===== src/rtl/ret_sequencer.sv =====
// ret_sequencer: microcode engine for RET, RETI and RET cc.
// Pops the return address into Z (low byte) then W (high byte), advancing SP by
// +1 after each pop. It then loads PC from WZ, optionally pulses IME for RETI,
// and runs one opcode-fetch M-cycle before returning to idle.
//
// Ports:
//   i_Clk          rising-edge clock
//   i_Reset        synchronous active-high reset
//   i_Start        decoder pulse, sampled only while idle
//   i_Conditional  1 = RET cc, 0 = RET / RETI (captured with i_Start)
//   i_Reti         1 = RETI (captured with i_Start)
//   i_Y            one-hot condition select NZ/Z/NC/C (captured with i_Start)
//   i_Conditions   live condition vector, sampled only at COND T3
//   o_Busy         sequence in progress
//   o_IR_Fetch     opcode-fetch M-cycle
//   o_Write8       8-bit register write, bit1 = Z, bit0 = W
//   o_Read16       16-bit source, bit5 = PC, bit4 = SP, bit0 = WZ
//   o_Write16      16-bit destination, same encoding as o_Read16
//   o_Bus_In       data bus feeds the 8-bit write path
//   o_Address_Out  selected 16-bit register drives the address bus
//   o_Increment16  00 = pass, 01 = +1
//   o_Set_IME      one-clock IME set pulse (RETI only)
//   o_Done         one-clock pulse on the final T-step
// All outputs are registered and are all-zero while idle, so they can be
// OR-merged with the other microcode blocks.
module ret_sequencer (
  input  logic       i_Clk,
  input  logic       i_Reset,
  input  logic       i_Start,
  input  logic       i_Conditional,
  input  logic       i_Reti,
  input  logic [3:0] i_Y,
  input  logic [3:0] i_Conditions,
  output logic       o_Busy,
  output logic       o_IR_Fetch,
  output logic [7:0] o_Write8,
  output logic [5:0] o_Read16,
  output logic [5:0] o_Write16,
  output logic       o_Bus_In,
  output logic       o_Address_Out,
  output logic [1:0] o_Increment16,
  output logic       o_Set_IME,
  output logic       o_Done
);

  localparam int unsigned STEP_W = 2;
  localparam int unsigned COND_W = 4;
  localparam int unsigned W8_W   = 8;
  localparam int unsigned R16_W  = 6;
  localparam int unsigned INC_W  = 2;

  localparam logic [STEP_W-1:0] STEP_T0   = STEP_W'(0);
  localparam logic [STEP_W-1:0] STEP_T1   = STEP_W'(1);
  localparam logic [STEP_W-1:0] STEP_LAST = STEP_W'(3);

  localparam logic [R16_W-1:0] SEL_NONE = R16_W'(0);
  localparam logic [R16_W-1:0] SEL_PC   = R16_W'(6'b100000);
  localparam logic [R16_W-1:0] SEL_SP   = R16_W'(6'b010000);
  localparam logic [R16_W-1:0] SEL_WZ   = R16_W'(6'b000001);

  localparam logic [W8_W-1:0] WR_NONE = W8_W'(0);
  localparam logic [W8_W-1:0] WR_Z    = W8_W'(8'b0000_0010);
  localparam logic [W8_W-1:0] WR_W    = W8_W'(8'b0000_0001);

  localparam logic [INC_W-1:0] INC_PASS = INC_W'(2'b00);
  localparam logic [INC_W-1:0] INC_PLUS = INC_W'(2'b01);

  typedef enum logic [2:0] {
    ST_IDLE,
    ST_COND,
    ST_POP_LO,
    ST_POP_HI,
    ST_SET_PC,
    ST_FETCH
  } state_t;

  state_t              state;
  state_t              state_n;
  logic [STEP_W-1:0]   step;
  logic [STEP_W-1:0]   step_n;
  logic [COND_W-1:0]   y_q;
  logic                reti_q;
  logic                cond_q;
  logic                taken_c;

  // Next-cycle output values, registered below so outputs are pure Moore.
  logic                busy_n;
  logic                ir_fetch_n;
  logic [W8_W-1:0]     write8_n;
  logic [R16_W-1:0]    read16_n;
  logic [R16_W-1:0]    write16_n;
  logic                bus_in_n;
  logic                address_out_n;
  logic [INC_W-1:0]    increment16_n;
  logic                set_ime_n;
  logic                done_n;

  // Condition test; an unconditional capture always counts as taken.
  assign taken_c = !cond_q || (|(y_q & i_Conditions));

  // Next state and T-step: step runs T0..T3, state advances only on T3.
  always_comb begin
    state_n = state;
    step_n  = step;
    case (state)
      ST_IDLE: begin
        step_n = STEP_T0;
        if (i_Start) begin
          state_n = i_Conditional ? ST_COND : ST_POP_LO;
        end
      end
      default: begin
        step_n = STEP_W'(step + STEP_W'(1));
        if (step == STEP_LAST) begin
          case (state)
            ST_COND:   state_n = taken_c ? ST_POP_LO : ST_FETCH;
            ST_POP_LO: state_n = ST_POP_HI;
            ST_POP_HI: state_n = ST_SET_PC;
            ST_SET_PC: state_n = ST_FETCH;
            default:   state_n = ST_IDLE;
          endcase
        end
      end
    endcase
  end

  // Output decode of the upcoming state/step.
  always_comb begin
    busy_n        = (state_n != ST_IDLE);
    ir_fetch_n    = 1'b0;
    write8_n      = WR_NONE;
    read16_n      = SEL_NONE;
    write16_n     = SEL_NONE;
    bus_in_n      = 1'b0;
    address_out_n = 1'b0;
    increment16_n = INC_PASS;
    set_ime_n     = 1'b0;
    done_n        = 1'b0;
    case (state_n)
      ST_POP_LO, ST_POP_HI: begin
        if (step_n == STEP_T0) begin
          // Memory read at SP into Z (first pop) or W (second pop).
          read16_n      = SEL_SP;
          address_out_n = 1'b1;
          bus_in_n      = 1'b1;
          write8_n      = (state_n == ST_POP_LO) ? WR_Z : WR_W;
        end else if (step_n == STEP_T1) begin
          read16_n      = SEL_SP;
          write16_n     = SEL_SP;
          increment16_n = INC_PLUS;
        end
      end
      ST_SET_PC: begin
        if (step_n == STEP_T1) begin
          read16_n      = SEL_WZ;
          write16_n     = SEL_PC;
          increment16_n = INC_PASS;
          set_ime_n     = reti_q;
        end
      end
      ST_FETCH: begin
        ir_fetch_n = 1'b1;
        done_n     = (step_n == STEP_LAST);
      end
      default: ;
    endcase
  end

  // State, captured opcode fields and registered outputs.
  always_ff @(posedge i_Clk) begin
    if (i_Reset) begin
      state         <= ST_IDLE;
      step          <= STEP_T0;
      y_q           <= COND_W'(0);
      reti_q        <= 1'b0;
      cond_q        <= 1'b0;
      o_Busy        <= 1'b0;
      o_IR_Fetch    <= 1'b0;
      o_Write8      <= WR_NONE;
      o_Read16      <= SEL_NONE;
      o_Write16     <= SEL_NONE;
      o_Bus_In      <= 1'b0;
      o_Address_Out <= 1'b0;
      o_Increment16 <= INC_PASS;
      o_Set_IME     <= 1'b0;
      o_Done        <= 1'b0;
    end else begin
      state <= state_n;
      step  <= step_n;
      // Opcode fields are frozen for the whole sequence.
      if (state == ST_IDLE && i_Start) begin
        y_q    <= i_Y;
        reti_q <= i_Reti;
        cond_q <= i_Conditional;
      end
      o_Busy        <= busy_n;
      o_IR_Fetch    <= ir_fetch_n;
      o_Write8      <= write8_n;
      o_Read16      <= read16_n;
      o_Write16     <= write16_n;
      o_Bus_In      <= bus_in_n;
      o_Address_Out <= address_out_n;
      o_Increment16 <= increment16_n;
      o_Set_IME     <= set_ime_n;
      o_Done        <= done_n;
    end
  end

endmodule


===== config.mk =====
export PLATFORM = sky130hd
export DESIGN_NAME = ret_sequencer
export DESIGN_NICKNAME = d
export VERILOG_FILES = /design/src/rtl/ret_sequencer.sv
export SDC_FILE = /design/constraint.sdc
export NUM_CORES = 1
export LEC_CHECK = 0
export ABC_AREA = 1
export BUFFER_PORTS_ARGS = -buffer_cell sky130_fd_sc_hd__buf_2
export CAP_MARGIN = 20
export CORE_MARGIN = 4
export CORE_UTILIZATION = 40
export CTS_CLUSTER_SIZE = 10
export DETAILED_ROUTE_END_ITERATION = 8
export PLACE_DENSITY = 0.72
export SETUP_SLACK_MARGIN = 0.5
export SYNTH_ARGS = -nofsm -noshare
export SYNTH_HDL_FRONTEND = slang
export SYNTH_SLANG_ARGS = --single-unit
export TNS_END_PERCENT = 5

===== constraint.sdc =====
create_clock -name i_Clk -period 1.6 [get_ports i_Clk]
set_clock_uncertainty 0.1 [all_clocks]
set_input_delay 0.08 -clock i_Clk [delete_from_list [all_inputs] [get_ports i_Clk]]
set_output_delay 0.08 -clock i_Clk [all_outputs]
set_load 0.02 [all_outputs]

==> results_dict.tcl, run 1 <==
set metrics [dict create \
    grt_max_degree 13 \
    clkLatencyLatePin_ns 0.30 \
    hold_path_class "input port to flip-flop" \
    finalHoldViolCount 1 \
    timing.hold.ws_ns -0.02799 \
    synth-seq-cells 22 \
    power.density_nw_per_um2 819.7 \
    dpl.hpwl_um 1743 \
    die-area_sq_um 3897 \
    crit_slowest_cell "dfxtp_4" \
    core_sq_um 2805 \
    grtUsageTotal_pct 12.40 \
    die_x_um 62.43 \
    regArea_sq_um 452.9 \
    worstPathCellList "nor2_4, nand2_2, inv_4, nand3_2, nand2_2, inv_1, nand2_2, nand3_2, nor3_2" \
    path_common_cell "nand2_2" \
    dr.first_iter.drc_count 24 \
    utilization_pct 53.30 \
    ant_nets 0 \
    initial_core_util_pct 42.24 \
    cts_root_buf "clkbuf_4" \
    drt-vias-per-instance 4.615 \
    drt_first_pass_iters 4 \
    routed_wl_um 2429 \
    antenna_found_initial 0 \
    worstSetupPathType "flip-flop to flip-flop" \
    ys_seq_area_share_pct 37.17 \
    areaGrowthSynthToFinish_pct 26.19 \
    synth.cell_area_sq_um 1185 \
    crit_start "state[0]$_SDFF_PP0_" \
    first_global_vias 948 \
    violations "hold timing" \
    design_power_total_mw 1.226 \
    nets 205 \
    fmax_mhz 713.7 \
    cp_data_arrival_time_ns 1.54 \
    rsz0062_at_grt "true" \
    avgSynthCellArea_sq_um 7.744 \
    numCtsBuffers 3 \
    clk_path_buf_depth 2 \
    pin_count 41 \
    postSynthCellCount 153 \
    slew_viol_final 0 \
    layout-drive-gt1-share_pct 41.05 \
    synth_top_cell_area_share_pct 37.17 \
    clock-sinks 22 \
    tritoncts "built" \
    finalCritPeriodShare_pct 87.57 \
    htreeDepth 1 \
    final_cell_mix "nand2_1, buf_2, dfxtp_1" \
    p_leak_nw 0.7404 \
    row_count 19 \
    portBuffers 25 \
    status "complete, but fails checks" \
    setup-violations-final 0 \
    synth_warnings 0 \
    clk_pin_slew_ns 0.12 \
    fp.dieH_um 62.43 \
    fin_crit_ns 1.401 \
    grt-ovfl-total 0 \
    setup_tns_ns 0 \
    timing.critical_path.to "o_Done$_SDFF_PP0_" \
    crit_path_max_incr_delay_ns 0.40 \
    peakVddDrop_v 0.0003054 \
    ys_types 28 \
    cp_max_fo 8 \
    worst_r2r_path_depth 9 \
    grt_pass1_wl_um 3974 \
    dr_total_vias 1020 \
    start_kind "flip-flop" \
    fillers 248 \
    drc 0 \
    diodes 0 \
    multi_input_area_sq_um 643.1 \
    wl_per_cell_um 10.99 \
    timing.rr.end "o_Done$_SDFF_PP0_" \
    drv_cap 0 \
    critPathCaptureType "flip-flop" \
    crit_required_ns 1.74 \
    yosysTopAreaCell "dfxtp_1" \
    r2r_slack_ns 0.20 \
    place_congestion 0.7518 \
    netlist_top_cells_area "dfxtp_1, buf_4, nand2_1" \
    timing.rr.start "state[0]$_SDFF_PP0_" \
    final_common_cell "nand2_1" \
]
==> registers in the layout (all words and copies together) (netlist names) <==
| name | cells |
|---|---|
| o_Busy | 1 |
| o_Set_IME | 1 |
| o_Write16 | 1 |
| o_Address_Out | 1 |
| reti_q | 1 |
| cond_q | 1 |
| o_Read16 | 2 |
| o_Write8 | 2 |
| step | 2 |
| o_Done | 1 |
| o_Increment16 | 1 |
| y_q | 4 |
| state | 3 |
| o_IR_Fetch | 1 |
==> worst min path at each step <==
| stage | cells past startpoint | startpoint | slack [ns] | end |
|---|---|---|---|---|
| after floorplan | 2 | i_Y[0] | 0.14 | y_q[0]$_SDFFE_PP0P_ |
| final | 3 | i_Conditional | -0.03 | cond_q$_SDFFE_PP0P_ |
| after global routing | 3 | i_Conditional | -0.04 | cond_q$_SDFFE_PP0P_ |
| after detailed placement | 3 | i_Y[0] | 0.27 | y_q[0]$_SDFFE_PP0P_ |
| after global placement | 3 | i_Y[1] | 0.25 | y_q[1]$_SDFFE_PP0P_ |
| after CTS | 3 | i_Conditional | -0.04 | cond_q$_SDFFE_PP0P_ |
==> per-stage QoR <==
step / setup slack, ns / hold slack (ns) / instance area (sq um) / instances
floorplan: 0.2759 / 0.1444 / 1254 / 167
global placement: 0.1589 / 0.2530 / 1266 / 203
detailed placement: 0.1815 / 0.2651 / 1266 / 203
CTS: 0.2279 / -0.03778 / 1468 / 219
global route: 0.1085 / -0.03708 / 1495 / 221
finish: 0.1988 / -0.02799 / 1495 / 221
==> worst max-delay path: cells and delay by family (launching register included) <==
family                 cells  cell delay, ns
flip-flops                 1            0.40
AND/OR/NAND/NOR            7            0.66
buffers and inverters      2            0.17
==> report_power, final <==
| part | total (mW) | switching, mW | internal (mW) |
|---|---|---|---|
| registers | 0.601 | 0.0228 | 0.578 |
| logic | 0.328 | 0.209 | 0.119 |
| clock network | 0.297 | 0.159 | 0.139 |
==> synth_stat cells <==
cell	n
a21oi_1	7
a21oi_2	1
a21oi_4	2
buf_4	18
buf_6	1
clkbuf_2	1
clkinv_1	1
conb_1	1
dfxtp_1	22
ha_1	1
inv_1	16
inv_2	1
inv_4	1
nand2_1	33
nand2_2	8
nand2_4	2
nand3_1	5
nand3_2	6
nand4_1	1
nand4_2	1
nor2_1	14
nor2_2	3
nor2_4	1
nor3_1	1
nor3_2	2
o21a_1	1
o21ai_0	1
or2_2	1
==> area by class of cell <==
class	instances	area share [%]
Inverter	19	5.105
Sequential cell	22	30.29
Multi-Input combinational cell	106	43.01
Timing Repair Buffer	39	16.57
Tap cell	31	2.594
Clock buffer	4	2.427
==> per-layer routing <==
layer	routed length, um	vias up	track usage, %
met2	1305	30	23.70
met5	0	-	0
met1	969	470	13.83
met3	103	7	1.799
li1	-	513	-
met4	51	0	4.132
==> what timing repair did <==
item	in CTS	in global routing
hold endpoints to repair	9	8
setup buffers	7	0
pin swaps	8	1
endpoints found under the setup margin	21	22
resized for setup	18	2
hold buffers	5	2
==> logic make-up after synthesis <==
family          Yosys count  synth area share (%)
flops                    22                 37.17
compound gates           12                 7.497
buf+inv                  39                 19.01
fa+ha+maj                 1                 1.056
other cells               1                0.3165
simple gates             78                 34.95
No activity file was read; power rests on OpenSTA's default activity.
==> inputs of run 2 (changes only) <==
BUFFER_PORTS_ARGS = unset   (was -buffer_cell sky130_fd_sc_hd__buf_2)
DONT_BUFFER_PORTS = 1   (was unset)
PLACE_DENSITY = 0.6   (was 0.72)
==> run 2 against run 1 <==
Highest routed layer unchanged. The run now ends clean. Critical path type unchanged. Cell area shrank 8.4%. Non-clock buffer count is 24 lower. Sequential share of layout area is 2.6 points higher. Largest cell class unchanged. Core utilization shrank 4.5 points. Power up 8.5%.
==> results_dict.tcl, run 2 (synthesis results as in run 1) <==
set metrics [dict create \
    core_sq_um 2805 \
    pin_count 41 \
    final_common_cell "nand2_1" \
    grt_use_met3_pct 3.777 \
    drv_cap 0 \
    finalCritPeriodShare_pct 88.69 \
    fp.dieH_um 62.43 \
    dpl.hpwl_um 1698 \
    drc 0 \
    hp-start "i_Conditional" \
    crit_required_ns 1.73 \
    fin_crit_ns 1.419 \
    largest_reg_flops 4 \
    numCtsBuffers 3 \
    wl_per_cell_um 12.24 \
    timing.rr.start "state[0]$_SDFF_PP0_" \
    clk_pin_slew_ns 0.13 \
    dr_total_vias 885 \
    regArea_sq_um 450.4 \
    grtUsageTotal_pct 12.04 \
    largest-register "y_q" \
    routed_wl_um 2412 \
    met1_usage_pct 11.69 \
    grt_max_degree 14 \
    areaGrowthSynthToFinish_pct 15.63 \
    clk_path_buf_depth 2 \
    critPathCaptureType "flip-flop" \
    worstSetupPathType "flip-flop to flip-flop" \
    clock-sinks 22 \
    die-area_sq_um 3897 \
    row_count 19 \
    reg_top3 "y_q x4, state x3" \
    status "finished clean" \
    antenna_found_initial 0 \
    grt.busiest_layer "met2" \
    fmax_mhz 704.7 \
    timing.hold.ws_ns 0.01050 \
    dr.first_iter.drc_count 21 \
    grt-ovfl-total 0 \
    layout-drive-gt1-share_pct 30.12 \
    multi_input_area_sq_um 616.8 \
    setup-violations-final 0 \
    fillers 261 \
    ant_nets 0 \
    nets 181 \
    die_x_um 62.43 \
    cp_max_fo 7 \
    start_kind "flip-flop" \
    final_cell_mix "nand2_1, dfxtp_1, inv_1, conb_1" \
    clkLatencyLatePin_ns 0.31 \
    slew_viol_final 0 \
    setup_tns_ns 0 \
    p_leak_nw 0.6275 \
    peakVddDrop_v 0.0005090 \
    first_global_vias 867 \
    portBuffers 0 \
    grt_pass1_wl_um 3781 \
    htreeDepth 1 \
    cp_data_arrival_time_ns 1.55 \
    rsz0062_at_grt "true" \
    drt_first_pass_iters 3 \
    crit_start "state[0]$_SDFF_PP0_" \
    power.density_nw_per_um2 970.8 \
    cts_root_buf "clkbuf_4" \
    initial_core_util_pct 42.24 \
    drt-vias-per-instance 4.492 \
    place_congestion 0.7765 \
    hold_path_class "input port to flip-flop" \
    diodes 0 \
    tritoncts "built" \
    grtUsageMet2_pct 23.04 \
    finalHoldViolCount 0 \
]
==> run 2: layer usage <==
metal | vias to the layer above | share of wire (%)
met2 | 22 | 53
met3 | 4 | 5.7
met1 | 395 | 40
li1 | 464 | -
met5 | - | 0
met4 | 0 | 1.4
==> run 2: critical path, cell delays in order, from the launching register on <==
cell and delay [ns]:
dfxtp_4 0.39, nor2_4 0.13, nand2_2 0.09, inv_4 0.11, buf_4 0.12, buf_4 0.10, a21oi_1 0.04, nand2_1 0.06
nand2_1 0.05, nor2_1 0.09, nor2_1 0.05
==> run 2: power breakdown <==
group / leakage [nW] / switching (mW) / internal [mW]
logic: 0.418 / 0.175 / 0.0995
clock network: 0.0279 / 0.179 / 0.253
registers: 0.182 / 0.0439 / 0.580
==> run 2: per-stage QoR <==
step / total power [mW] / setup slack, ns / cell area (sq um) / util, % / cells
final: 1.330 / 0.1810 / 1370 / 48.84 / 197
after global routing: 1.392 / 0.08707 / 1370 / 48.84 / 197
after CTS: 1.297 / 0.2005 / 1265 / 45.09 / 187
after detailed placement: 0.8460 / 0.1260 / 1141 / 40.68 / 178
after global placement: 0.8412 / 0.1480 / 1141 / 40.68 / 178
after floorplan: 0.8501 / 0.2759 / 1254 / - / 167
==> run 2: path summary, 6_finish.rpt <==
kind | end | slack [ns] | cells past startpoint
worst max register to register | o_Write8[0]$_SDFF_PP0_ | 0.18 | 10
worst max-delay path | o_Write8[0]$_SDFF_PP0_ | 0.18 | 10
worst min register to register | y_q[3]$_SDFFE_PP0P_ | 0.38 | 2
worst min-delay path | state[1]$_SDFF_PP0_ | 0.01 | 3
==> run 2: area by class of cell <==
cell class,instances,share of cell area (%)
repair buffers,15,10.05
clock buffers,3,1.644
inverters,19,5.388
clock inverters,1,2.192
flip-flops and latches,22,32.88
multi-input cells,106,45.02
well taps,31,2.831
==> run 2: timing repair <==
action,CTS,global route
buffers inserted,3,2
pin swaps,4,0
setup endpoints to repair,21,25
cloned,0,0
endpoints found under the hold margin,22,19
resized for setup,9,4
hold buffers,2,8
==> inputs of run 3 (changes only) <==
ABC_AREA = unset   (was 1)
==> run 3 against run 2 <==
The run now ends with setup timing left. Power rose by 15%. Non-clock buffer count increased by 13. Synthesized area down 9.6%.
==> results_dict.tcl, run 3 <==
set metrics [dict create \
    postSynthCellCount 117 \
    ys_types 39 \
    synth_warnings 0 \
    dr_total_vias 854 \
    first_global_vias 832 \
    grt_max_degree 14 \
    clk_pin_slew_ns 0.13 \
    start_kind "flip-flop" \
    synth-edff-count 0 \
    rsz0062_at_grt "true" \
    numCtsBuffers 3 \
    initial_core_util_pct 42.46 \
    fp.dieH_um 59.75 \
    yosysTopAreaCell "dfxtp_1" \
    tritoncts "built" \
    drc 0 \
    drt_first_pass_iters 4 \
    pin_count 41 \
    crit_slowest_cell "a222oi_1" \
    dr_wl_met3_um 181 \
    row_count 18 \
    synth_flop_cell "dfxtp_1" \
    nets 155 \
    largest-register "y_q" \
    power.density_nw_per_um2 1088 \
    cts_root_buf "clkbuf_4" \
    clk_path_buf_depth 2 \
    hold_path_class "input port to flip-flop" \
    htreeDepth 1 \
    peakVddDrop_v 0.0006360 \
    dpl.hpwl_um 1707 \
    drt-vias-per-instance 5.024 \
    status "complete, but fails checks" \
    drv_cap 0 \
    netlist_top_cells_area "dfxtp_1, buf_4, mux2i_1" \
    crit_required_ns 1.73 \
    portBuffers 0 \
    grt_pass1_wl_um 3726 \
    grt-ovfl-total 0 \
    synth_most_common_cell "dfxtp_1" \
    worst_slack_ns -0.1283 \
    ys_seq_area_share_pct 41.12 \
    wl_per_cell_um 14.14 \
    clock-sinks 22 \
    areaGrowthSynthToFinish_pct 31.31 \
    core_sq_um 2522 \
    crit_buf_inv 1 \
    wl_met1_um 915 \
    async_flop_share_pct 0 \
    cp_data_arrival_time_ns 1.86 \
    fin_crit_ns 1.728 \
    dr.first_iter.drc_count 17 \
    largest_reg_flops 4 \
    design_power_total_mw 1.531 \
    synth.cell_area_sq_um 1071 \
    cp_max_fo 4 \
    top_layer_used "met4" \
    cp_top_family "simple AND/OR/NAND/NOR gates" \
    crit_path_max_incr_delay_ns 0.42 \
    critPathCaptureType "flip-flop" \
    slew_viol_final 0 \
    wl_met2_um 1283 \
    avgSynthCellArea_sq_um 9.154 \
    synth-seq-cells 22 \
    fmax_mhz 578.6 \
    setup-violations-final 12 \
    layout-drive-gt1-share_pct 35.00 \
    reg_top3 "y_q x4, state x3" \
    finalHoldViolCount 0 \
    worstPathCellList "a222oi_1, buf_4, nand4_1, and3_4, nor4_4" \
    die-area_sq_um 3569 \
    violations "setup timing" \
    final_common_cell "buf_4" \
    p_leak_nw 0.5868 \
    clkLatencyLatePin_ns 0.31 \
    grtUsageTotal_pct 14.46 \
    synth_common_cells "dfxtp_1, buf_4, nor2_1" \
    routed_wl_um 2403 \
    ant_nets 0 \
    worstSetupPathType "flip-flop to flip-flop" \
    die_x_um 59.75 \
    final_cell_mix "buf_4, dfxtp_1, conb_1" \
    setup_tns_ns -0.9096 \
    synth_top_cell_area_share_pct 41.12 \
    diodes 0 \
    antenna_found_initial 0 \
    finalCritPeriodShare_pct 108.0 \
    place_congestion 0.7303 \
]
run 3: cell count changes after synthesis, moves of 4 or more:
| cell | before | now |
|---|---|---|
| a21oi_1 | 7 | 2 |
| nor3_1 | 1 | 7 |
| nand2_2 | 8 | 0 |
| nand3_2 | 6 | 0 |
| buf_2 | 0 | 4 |
| or3_1 | 0 | 4 |
| inv_1 | 16 | 4 |
| mux2i_1 | 0 | 6 |
| nand2_1 | 33 | 2 |
run 3: worst paths after layout:
path	startpoint	endpoint	slack, ns	cells after the start
max	y_q[0]$_SDFFE_PP0P_	o_Done$_SDFF_PP0_	-0.13	5
min	i_Start	o_Write8[0]$_SDFF_PP0_	0.03	3
max reg2reg	y_q[0]$_SDFFE_PP0P_	o_Done$_SDFF_PP0_	-0.13	5
min reg2reg	reti_q$_SDFFE_PP0P_	o_Set_IME$_SDFF_PP0_	0.39	2
run 3: power breakdown:
| group | leakage, nW | internal (mW) | switching [mW] |
|---|---|---|---|
| clock | 0.0279 | 0.253 | 0.170 |
| combinational | 0.377 | 0.208 | 0.228 |
| sequential | 0.182 | 0.602 | 0.0696 |
run 3: layout make-up:
cell class / instances / area (sq um)
clock buffer: 3 / 22.52
clock inverter: 1 / 30.03
fill: 242 / 1116
inverter: 4 / 15.01
multi-input combinational: 82 / 618.1
sequential: 22 / 446.7
tap: 30 / 37.54
timing repair buffer: 28 / 236.5
run 3: timing repair:
action                                 in CTS  in global routing
gates cloned                                0                  0
resized for setup                          11                 12
buffers inserted                            0                  1
hold buffers                                9                  0
setup endpoints to repair                  22                 26
endpoints found under the hold margin      14                  0
pin swaps                                   3                  4
run 3: logic make-up (layout without fill, tap and decap cells):
logic type	count (synthesis)	after routing	synth area share (%)
DFF	22	22	41.12
muxes	6	6	5.608
AOI/OAI and AO/OA	15	15	11.10
adders and majority gates	1	1	1.168
other	1	15	0.3501
and+or+nand+nor	45	45	24.42
buffers and inverters	27	36	16.24
run 3: routing by layer:
| metal | up-vias | global-route usage (%) |
|---|---|---|
| met1 | 397 | 15.18 |
| li1 | 423 | - |
| met3 | 4 | 6.263 |
| met5 | - | 0 |
| met4 | 0 | 5.380 |
| met2 | 30 | 25.31 |
run 3: tightest hold or removal path, cell delays in order:
cell      delay, ns
nor2_1         0.03
o21ai_2        0.21
a211oi_1       0.08
run 3: stage by stage:
stage	hold WS (ns)	util, %	setup WS, ns	std cells	area [sq um]
2_1_floorplan	0.1268	-	-0.08953	131	1149
3_3_place_gp	0.05399	45.83	-0.1851	156	1156
3_5_place_dp	0.05393	45.83	-0.1792	156	1156
4_1_cts	0.03887	53.37	-0.08977	169	1346
5_1_grt	0.02023	55.75	-0.2747	170	1406
6_report	0.02976	55.75	-0.1283	170	1406
